===== src/rtl/cache_pkg.sv =====
// Shared definitions for the cache access controller: geometry constants,
// controller state encoding and the cache_set phase encoding.
package cache_pkg;

  localparam int ADDR_W   = 32;
  localparam int INDEX_W  = 2;
  localparam int OFFSET_W = 3;
  localparam int TAG_W    = ADDR_W - INDEX_W - OFFSET_W;
  localparam int DATA_W   = 64;
  localparam int NUM_SETS = 1 << INDEX_W;

  typedef enum logic [2:0] {
    IDLE,
    SEARCH,
    EVAL,
    FILL_REQ,
    FILL_WAIT,
    UPDATE,
    RESP
  } ctrl_state_t;

  // cache_set.state encoding
  localparam logic SET_SEARCH = 1'b0;
  localparam logic SET_UPDATE = 1'b1;

endpackage


===== src/rtl/cache_stats_counter.sv =====
// Saturating 32-bit event counter used for hit/miss statistics.
// Only compiled when CACHE_ACCESS_CTRL_STATS_EN is defined.
`ifdef CACHE_ACCESS_CTRL_STATS_EN
module cache_stats_counter (
  input  logic        clk,
  input  logic        rst,
  input  logic        inc,
  output logic [31:0] count
);

  logic [31:0] count_reg;

  // Count one event per cycle, sticking at all-ones instead of wrapping
  always_ff @(posedge clk) begin
    if (rst) begin
      count_reg <= '0;
    end else if (inc && (count_reg != 32'hFFFF_FFFF)) begin
      count_reg <= count_reg + 32'd1;
    end
  end

  assign count = count_reg;

endmodule
`endif


===== src/rtl/cache_access_ctrl.sv =====
// Requester-side sequencer for the cache_set array. A lookup runs
// SEARCH -> EVAL, then either goes straight to an UPDATE cycle that only
// clears the set's hit latch (hit), or fetches the line from backing memory
// and pushes it into the selected set during UPDATE (miss). The result is
// returned as a one-cycle rsp_valid strobe.
// Optional feature: define CACHE_ACCESS_CTRL_STATS_EN to add saturating
// hit_count / miss_count outputs.
module cache_access_ctrl
  import cache_pkg::*;
#(
  parameter int ADDR_W   = cache_pkg::ADDR_W,
  parameter int INDEX_W  = cache_pkg::INDEX_W,
  parameter int OFFSET_W = cache_pkg::OFFSET_W,
  parameter int TAG_W    = cache_pkg::TAG_W,
  parameter int DATA_W   = cache_pkg::DATA_W,
  localparam int NUM_SETS = 1 << INDEX_W
) (
  input  logic                       clk,
  input  logic                       rst,
  input  logic                       req_valid,
  output logic                       req_ready,
  input  logic [ADDR_W-1:0]          req_addr,
  output logic                       rsp_valid,
  output logic                       rsp_hit,
  output logic [DATA_W-1:0]          rsp_data,
  output logic [NUM_SETS-1:0]        set_enable,
  output logic                       set_state,
  output logic [TAG_W-1:0]           set_tag,
  output logic                       set_mem_write,
  output logic [DATA_W-1:0]          set_write_data,
  input  logic [NUM_SETS-1:0]        set_hit,
  input  logic [NUM_SETS*DATA_W-1:0] set_read_data,
  output logic                       mem_req_valid,
  input  logic                       mem_req_ready,
  output logic [ADDR_W-1:0]          mem_req_addr,
  input  logic                       mem_rsp_valid,
  input  logic [DATA_W-1:0]          mem_rsp_data
`ifdef CACHE_ACCESS_CTRL_STATS_EN
  ,
  output logic [31:0]                hit_count,
  output logic [31:0]                miss_count
`endif
);

  ctrl_state_t         state_reg;
  logic [ADDR_W-1:0]   addr_reg;
  logic [DATA_W-1:0]   line_reg;
  logic                hit_reg;
  logic [INDEX_W-1:0]  index;
  logic [NUM_SETS-1:0] index_onehot;
  logic [NUM_SETS-1:0] req_onehot;
  logic [DATA_W-1:0]   set_data_arr [NUM_SETS];

  // Unpack the flat per-set read bus into one word per set
  for (genvar gi = 0; gi < NUM_SETS; gi++) begin : g_set_data
    assign set_data_arr[gi] = set_read_data[gi*DATA_W +: DATA_W];
  end

  assign index        = addr_reg[OFFSET_W +: INDEX_W];
  assign index_onehot = NUM_SETS'(1) << index;
  // The SEARCH select is registered on the accept edge, so it is decoded
  // from the incoming address rather than from addr_reg.
  assign req_onehot   = NUM_SETS'(1) << req_addr[OFFSET_W +: INDEX_W];

  assign set_tag        = addr_reg[ADDR_W-1 -: TAG_W];
  assign mem_req_addr   = {addr_reg[ADDR_W-1:OFFSET_W], {OFFSET_W{1'b0}}};
  // On a hit line_reg holds the read data, but mem_write stays low then
  assign set_write_data = line_reg;

  // Controller FSM; every output is registered on the transition into the
  // state in which it must be visible.
  always_ff @(posedge clk) begin
    if (rst) begin
      state_reg     <= IDLE;
      addr_reg      <= '0;
      line_reg      <= '0;
      hit_reg       <= 1'b0;
      req_ready     <= 1'b0;
      rsp_valid     <= 1'b0;
      rsp_hit       <= 1'b0;
      rsp_data      <= '0;
      set_enable    <= '0;
      set_state     <= SET_UPDATE;
      set_mem_write <= 1'b0;
      mem_req_valid <= 1'b0;
    end else begin
      rsp_valid     <= 1'b0;
      set_enable    <= '0;
      set_state     <= SET_UPDATE;
      set_mem_write <= 1'b0;
      case (state_reg)
        IDLE: begin
          if (req_valid && req_ready) begin
            addr_reg   <= req_addr;
            req_ready  <= 1'b0;
            set_state  <= SET_SEARCH;
            set_enable <= req_onehot;
            state_reg  <= SEARCH;
          end else begin
            req_ready <= 1'b1;
          end
        end
        SEARCH: begin
          state_reg <= EVAL;
        end
        EVAL: begin
          hit_reg <= set_hit[index];
          if (set_hit[index]) begin
            line_reg   <= set_data_arr[index];
            set_enable <= index_onehot;
            state_reg  <= UPDATE;
          end else begin
            mem_req_valid <= 1'b1;
            state_reg     <= FILL_REQ;
          end
        end
        FILL_REQ: begin
          if (mem_req_ready) begin
            mem_req_valid <= 1'b0;
            state_reg     <= FILL_WAIT;
          end
        end
        FILL_WAIT: begin
          if (mem_rsp_valid) begin
            line_reg      <= mem_rsp_data;
            set_enable    <= index_onehot;
            set_mem_write <= 1'b1;
            state_reg     <= UPDATE;
          end
        end
        UPDATE: begin
          rsp_valid <= 1'b1;
          rsp_hit   <= hit_reg;
          rsp_data  <= line_reg;
          state_reg <= RESP;
        end
        RESP: begin
          req_ready <= 1'b1;
          state_reg <= IDLE;
        end
        default: begin
          state_reg <= IDLE;
        end
      endcase
    end
  end

`ifdef CACHE_ACCESS_CTRL_STATS_EN
  // Tally each outcome during its response strobe
  cache_stats_counter u_hit_counter (
    .clk   (clk),
    .rst   (rst),
    .inc   (rsp_valid & rsp_hit),
    .count (hit_count)
  );

  cache_stats_counter u_miss_counter (
    .clk   (clk),
    .rst   (rst),
    .inc   (rsp_valid & ~rsp_hit),
    .count (miss_count)
  );
`endif

endmodule


===== config.mk =====
export PLATFORM = sky130hd
export DESIGN_NAME = cache_access_ctrl
export DESIGN_NICKNAME = d
export VERILOG_FILES = /design/src/rtl/cache_pkg.sv /design/src/rtl/cache_stats_counter.sv /design/src/rtl/cache_access_ctrl.sv
export SDC_FILE = /design/constraint.sdc
export NUM_CORES = 1
export LEC_CHECK = 0
export ABC_AREA = 0
export CORE_AREA = 2 2 215 217
export DETAILED_ROUTE_END_ITERATION = 12
export DIE_AREA = 0 0 217 219
export PLACE_DENSITY_LB_ADDON = 0.1
export SLEW_MARGIN = 20
export SYNTH_ARGS = -nofsm -noshare
export SYNTH_HDL_FRONTEND = slang
export SYNTH_SLANG_ARGS = --single-unit

===== constraint.sdc =====
create_clock -name clk -period 2.15 [get_ports clk]
set_input_delay 0.43 -clock clk [delete_from_list [all_inputs] [get_ports clk]]
set_output_delay 0.43 -clock clk [all_outputs]
set_load 0.02 [all_outputs]

==> flow_metrics.env <==
export IMPL_status="complete, no violations"
export IMPL_core_mm2=0.0451
export IMPL_worstSetupPathType="flop to flop"
export IMPL_cap_violations=0
export IMPL_cp_cell_sequence="mux4_2, a32o_4, buf_12, nor2_1, a211oi_2"
export IMPL_rows=78
export IMPL_grt_pass1_vias=8815
export IMPL_wl_per_cell_um=19.7
export IMPL_grt_overflow=0
export IMPL_gp_congestion=0.755
export IMPL_synth_top_cell_area_share=0.396
export IMPL_die_width_um=217
export IMPL_seq_area_frac_synth=0.396
export IMPL_io_pins=558
export IMPL_io_buffers=551
export IMPL_p_leak_nw=4.88
export IMPL_whs_ns=0.407
export IMPL_power_density_mw_per_mm2=833
export IMPL_swShare=0.357
export IMPL_yosysTopAreaCell="dfxtp_1"
export IMPL_rsz0062_at_grt="false"
export IMPL_finalNetCount=1733
export IMPL_switching_power_mw=4.58
export IMPL_crit_path_end_kind="flop"
export IMPL_hpwl_mm=30.7
export IMPL_track_usage=0.162
export IMPL_cts_tree="done"
export IMPL_clock_path_buffers=2
export IMPL_ant_nets=0
export IMPL_fill_cells=4644
export IMPL_die_h_um=219
export IMPL_clk_pin_slew_ns=0.07
export IMPL_rr_startpoint="addr_reg[3]"
export IMPL_clock_root_buffer="clkbuf_16"
export IMPL_seqPwrFrac=0.319
export IMPL_drtIter0Drc=351
export IMPL_setup_viol=0
export IMPL_finalCritPeriodShare=0.971
export IMPL_internal_power_mw=8.24
export IMPL_via_per_inst=4.21
export IMPL_slew_limit_headroom=0.653
export IMPL_cp_slowest_cell="mux4_2"
export IMPL_dr_total_vias=8348
export IMPL_synth_flop_cell="dfxtp_1"
export IMPL_diodes=0
export IMPL_tightest_slew_ns=0.520
export IMPL_rrSetupSlack_ns=0.06
export IMPL_cts_htree_levels=4
export IMPL_cp_startpoint="addr_reg[3]"
export IMPL_dieArea_mm2=0.0475
export IMPL_syn_area_per_cell_um2=9.90
export IMPL_routed_wl_mm=39.1
export IMPL_fmax_ghz=0.479
export IMPL_yosysMostFrequentCell="nand2_1"
export IMPL_first_pass_iters=4
export IMPL_clkPwrFrac=0.246
export IMPL_synth_seq_cells=171
export IMPL_min_path_type="input pin to flop"
export IMPL_grt_max_degree=53
export IMPL_ys_warn_count=0
export IMPL_postLayoutCellArea_mm2=0.0154
export IMPL_area_growth_pct=77.8
export IMPL_holdBufCountCts=0
export IMPL_cts_buffers_inserted=17
export IMPL_initial_core_util=0.192
export IMPL_hold_violations=0
export IMPL_min_delay_start="rst"
export IMPL_finalCriticalPeriod_ns=2.09
export IMPL_synth_commonest_cells="nand2_1 (191), dfxtp_1 (171), a21oi_1 (100), nor2_1 (69)"
export IMPL_ys_types=32
export IMPL_maxSlewViolCount=0
export IMPL_drive_above_1_share=0.142
export IMPL_worstSkewPairLatency_ns=0.45
export IMPL_ir_drop_mv=0.452
export IMPL_grt_pass1_wl_mm=56.6
export IMPL_cp_slowest_stage_delay_ns=0.63
export IMPL_async_flop_share=0
export IMPL_cts_sinks=171
export IMPL_place_area_mm2=0.0148
export IMPL_grt_antenna_before_repair=0
export IMPL_synth_edf_count=0
export IMPL_synthCells=874
export IMPL_power_frac_comb=0.435
export IMPL_fin_skew_ns=0.0113
export IMPL_syn_cell_area_mm2=0.00865
export IMPL_yosys_top_cells_area="dfxtp_1 (40%), mux4_2 (17%), a211oi_2 (8.7%)"
export IMPL_drc=0
export IMPL_cp_start_kind="flop"
export IMPL_worstPathRequired_ns=2.46
export IMPL_crit_path_max_fanout=48
export IMPL_arrival_ns=2.40
## repair_timing
| action | CTS | global route |
|---|---|---|
| gates resized for setup | 6 | 0 |
| buffers inserted | 0 | 0 |
| setup endpoints to repair | 2 | 0 |
## power groups by stage
stage          Combinational [mW]  Clock (mW)  Sequential, mW
2_1_floorplan                2.66           0            4.57
3_3_place_gp                 5.68           0            4.15
3_5_place_dp                 5.68           0            4.17
4_1_cts                      5.70        3.28            4.11
5_1_grt                      6.01        3.41            4.17
6_report                     5.57        3.15            4.09
## per-layer routing
| metal | routed length, um | up-vias | track usage |
|---|---|---|---|
| li1 | - | 4058 | - |
| met4 | 711 | 0 | 0.0463 |
| met5 | 0 | - | 0 |
| met2 | 19300 | 335 | 0.280 |
| met3 | 3480 | 34 | 0.0606 |
| met1 | 15600 | 3921 | 0.185 |
## layout make-up
cell class / count / area [um2] / share of cell area
inverter: 4 / 15.0 / 0.000976
clock inverter: 9 / 113 / 0.00732
multi-input combinational: 592 / 4640 / 0.302
timing repair buffer: 586 / 5960 / 0.387
tap: 600 / 751 / 0.0488
sequential: 171 / 3430 / 0.223
clock buffer: 23 / 468 / 0.0304
## through the flow
stage	worst slack [ns]	setup TNS, ns	utilization	cells	total power [mW]
final	0.0634	0	0.341	1985	12.8
after global routing	0.0186	0	0.341	1985	13.6
after CTS	0.0750	0	0.341	1985	13.1
after detailed placement	-0.303	-18.08	0.328	1953	9.85
after global placement	-0.255	-15.11	0.328	1953	9.83
after floorplan	0.0911	0	-	876	7.23
## critical path, delay by kind of cell (launching register included)
family	cells	cell delay, ns
flops	1	0.42
buf+inv	1	0.21
simple gates	1	0.16
compound gates	2	0.47
mux	1	0.63
## logic make-up after synthesis
kind of cell,share of synthesized area
AOI/OAI and AO/OA,0.158
buffers and inverters,0.0709
DFF,0.396
muxes,0.245
other,0.000434
and+or+nand+nor,0.130
## placed cells by master (no fill, tap or decap), types with 3 or more instances in the layout
cell,Yosys,final
clkbuf_16,0,17
a21oi_1,100,100
nor2_1,69,69
conb_1,1,3
clkdlybuf4s50_1,0,548
a211oi_2,60,60
o21ai_0,7,7
inv_1,4,4
mux2i_1,65,65
dfxtp_1,171,169
clkbuf_1,49,4
a211oi_1,4,4
nand2_1,191,191
mux4_2,65,65
nor3b_1,4,3
nand2b_1,4,4
buf_4,32,21
buf_12,0,13
## final timing paths
check / cells past startpoint / end
setup reg to reg: 5 / set_write_data[57]
hold reg to reg: 2 / rsp_data[52]
setup / recovery: 5 / set_write_data[57]
hold / removal: 2 / rsp_data[16]
(Power assumes the default switching activity.)
==> edit, RTL diff (same flow settings) <==
Change the package constant `DATA_W` from 64 to 32.
--- a/src/rtl/cache_pkg.sv
+++ b/src/rtl/cache_pkg.sv
@@ -6,7 +6,7 @@
   localparam int INDEX_W  = 2;
   localparam int OFFSET_W = 3;
   localparam int TAG_W    = ADDR_W - INDEX_W - OFFSET_W;
-  localparam int DATA_W   = 64;
+  localparam int DATA_W   = 32;
   localparam int NUM_SETS = 1 << INDEX_W;
 
   typedef enum logic [2:0] {
Ports: changed (resized mem_rsp_data, rsp_data, set_read_data and set_write_data); port bits go from 558 to 334. The function was not compared with the original's and may differ.
==> edit against the unedited design <==
Wire length is 34% lower; synthesized area is 39% lower; first-iteration DRC count is 49% lower; sequential power is 37% lower; power is 40% lower; worst setup slack better by 200 ps; design area is 38% lower; sequential cell count is 64 lower; largest cell class unchanged.
==> edit: results (changes against the unedited design) <==
worst hold path type: reg -> reg
Placed Area: 9180 um^2 (-38%)
Critical Path Max Stage Delay: 690 ps (+60 ps)
leading post-synthesis cells by cell area: dfxtp_1, mux4_2, nand2_1, a21oi_1, a311oi_2
CTS Buf Count: 9 (-8)
sw power: 2.97 mW (-35%)
share of cells above drive strength 1: 0.115 (-0.0269)
Peak VDD IR: 368 uV (-18%)
P_leak: 2.99 nW (-39%)
Setup Skew: 8.02 ps (-3.27 ps)
vias per std cell: 3.59 (-15%)
Cells after Synth: 594 (-32%)
CP Max Fanout: 3 (-94%)
slew at the pin with the worst max-slew slack: 498 ps (-22.4 ps)
register area share after synthesis: 0.408 (+0.0117)
nets: 1077 (-38%)
delay-heaviest family, CP: buffers and inverters
Final HPWL DP: 19.5 mm (-37%)
run status: completed
initial antenna violation count: 1 (+1)
post-CTS sizing: 0 (-6)
pre-CTS worst setup slack: -65.5 ps (+237 ps)
CTS root buf: clkbuf_16
H-tree depth reported by CTS: 3 (-1)
vias in the first global route: 5568 (-37%)
Crit path arrival time: 1460 ps (-940 ps)
largest net degree at the start of global routing: 38 (-28%)
-- edit: worst paths after layout --
kind | slack (ps) | cells past startpoint | end | startpoint
worst max-delay path | 260 | 1 | set_write_data[24] | set_write_data[24]$_SDFFE_PP0P_
worst min-delay path | 450 | 2 | rsp_data[11]$_SDFFE_PP0P_ | rsp_data[11]$_SDFFE_PP0P_
worst max register to register | 370 | 5 | set_write_data[13]$_SDFFE_PP0P_ | addr_reg[3]$_SDFFE_PP0P_
worst min register to register | 450 | 2 | rsp_data[11]$_SDFFE_PP0P_ | rsp_data[11]$_SDFFE_PP0P_
-- edit: per-layer routing --
layer,vias to the layer above,global-route usage,wire [um]
met4,0,0.0285,268
met3,16,0.0280,1380
li1,2607,-,-
met5,-,0,0
met2,140,0.181,12800
met1,2564,0.131,11200
-- edit: kinds of logic after synthesis --
group	synth area share
AOI/OAI and AO/OA	0.159
muxes	0.141
buffers and inverters	0.0876
DFF	0.408
and+or+nand+nor	0.204
other	0.000713
-- edit: layout make-up --
cell class	instances	area, um^2
Clock inverter	1	7.51
Timing Repair Buffer	351	3580
Tap cell	600	751
Fill cell	5034	35600
Antenna cell	1	2.50
Multi-Input combinational cell	406	2700
Sequential cell	107	2150
Inverter	1	3.75
Clock buffer	15	278
-- edit: power groups by stage --
stage | combinational, mW | clock, mW | sequential, mW
global route | 3.76 | 1.91 | 2.61
CTS | 3.56 | 1.85 | 2.58
global placement | 3.55 | 0 | 2.62
finish | 3.46 | 1.73 | 2.56
detailed placement | 3.56 | 0 | 2.62
floorplan | 1.61 | 0 | 2.81
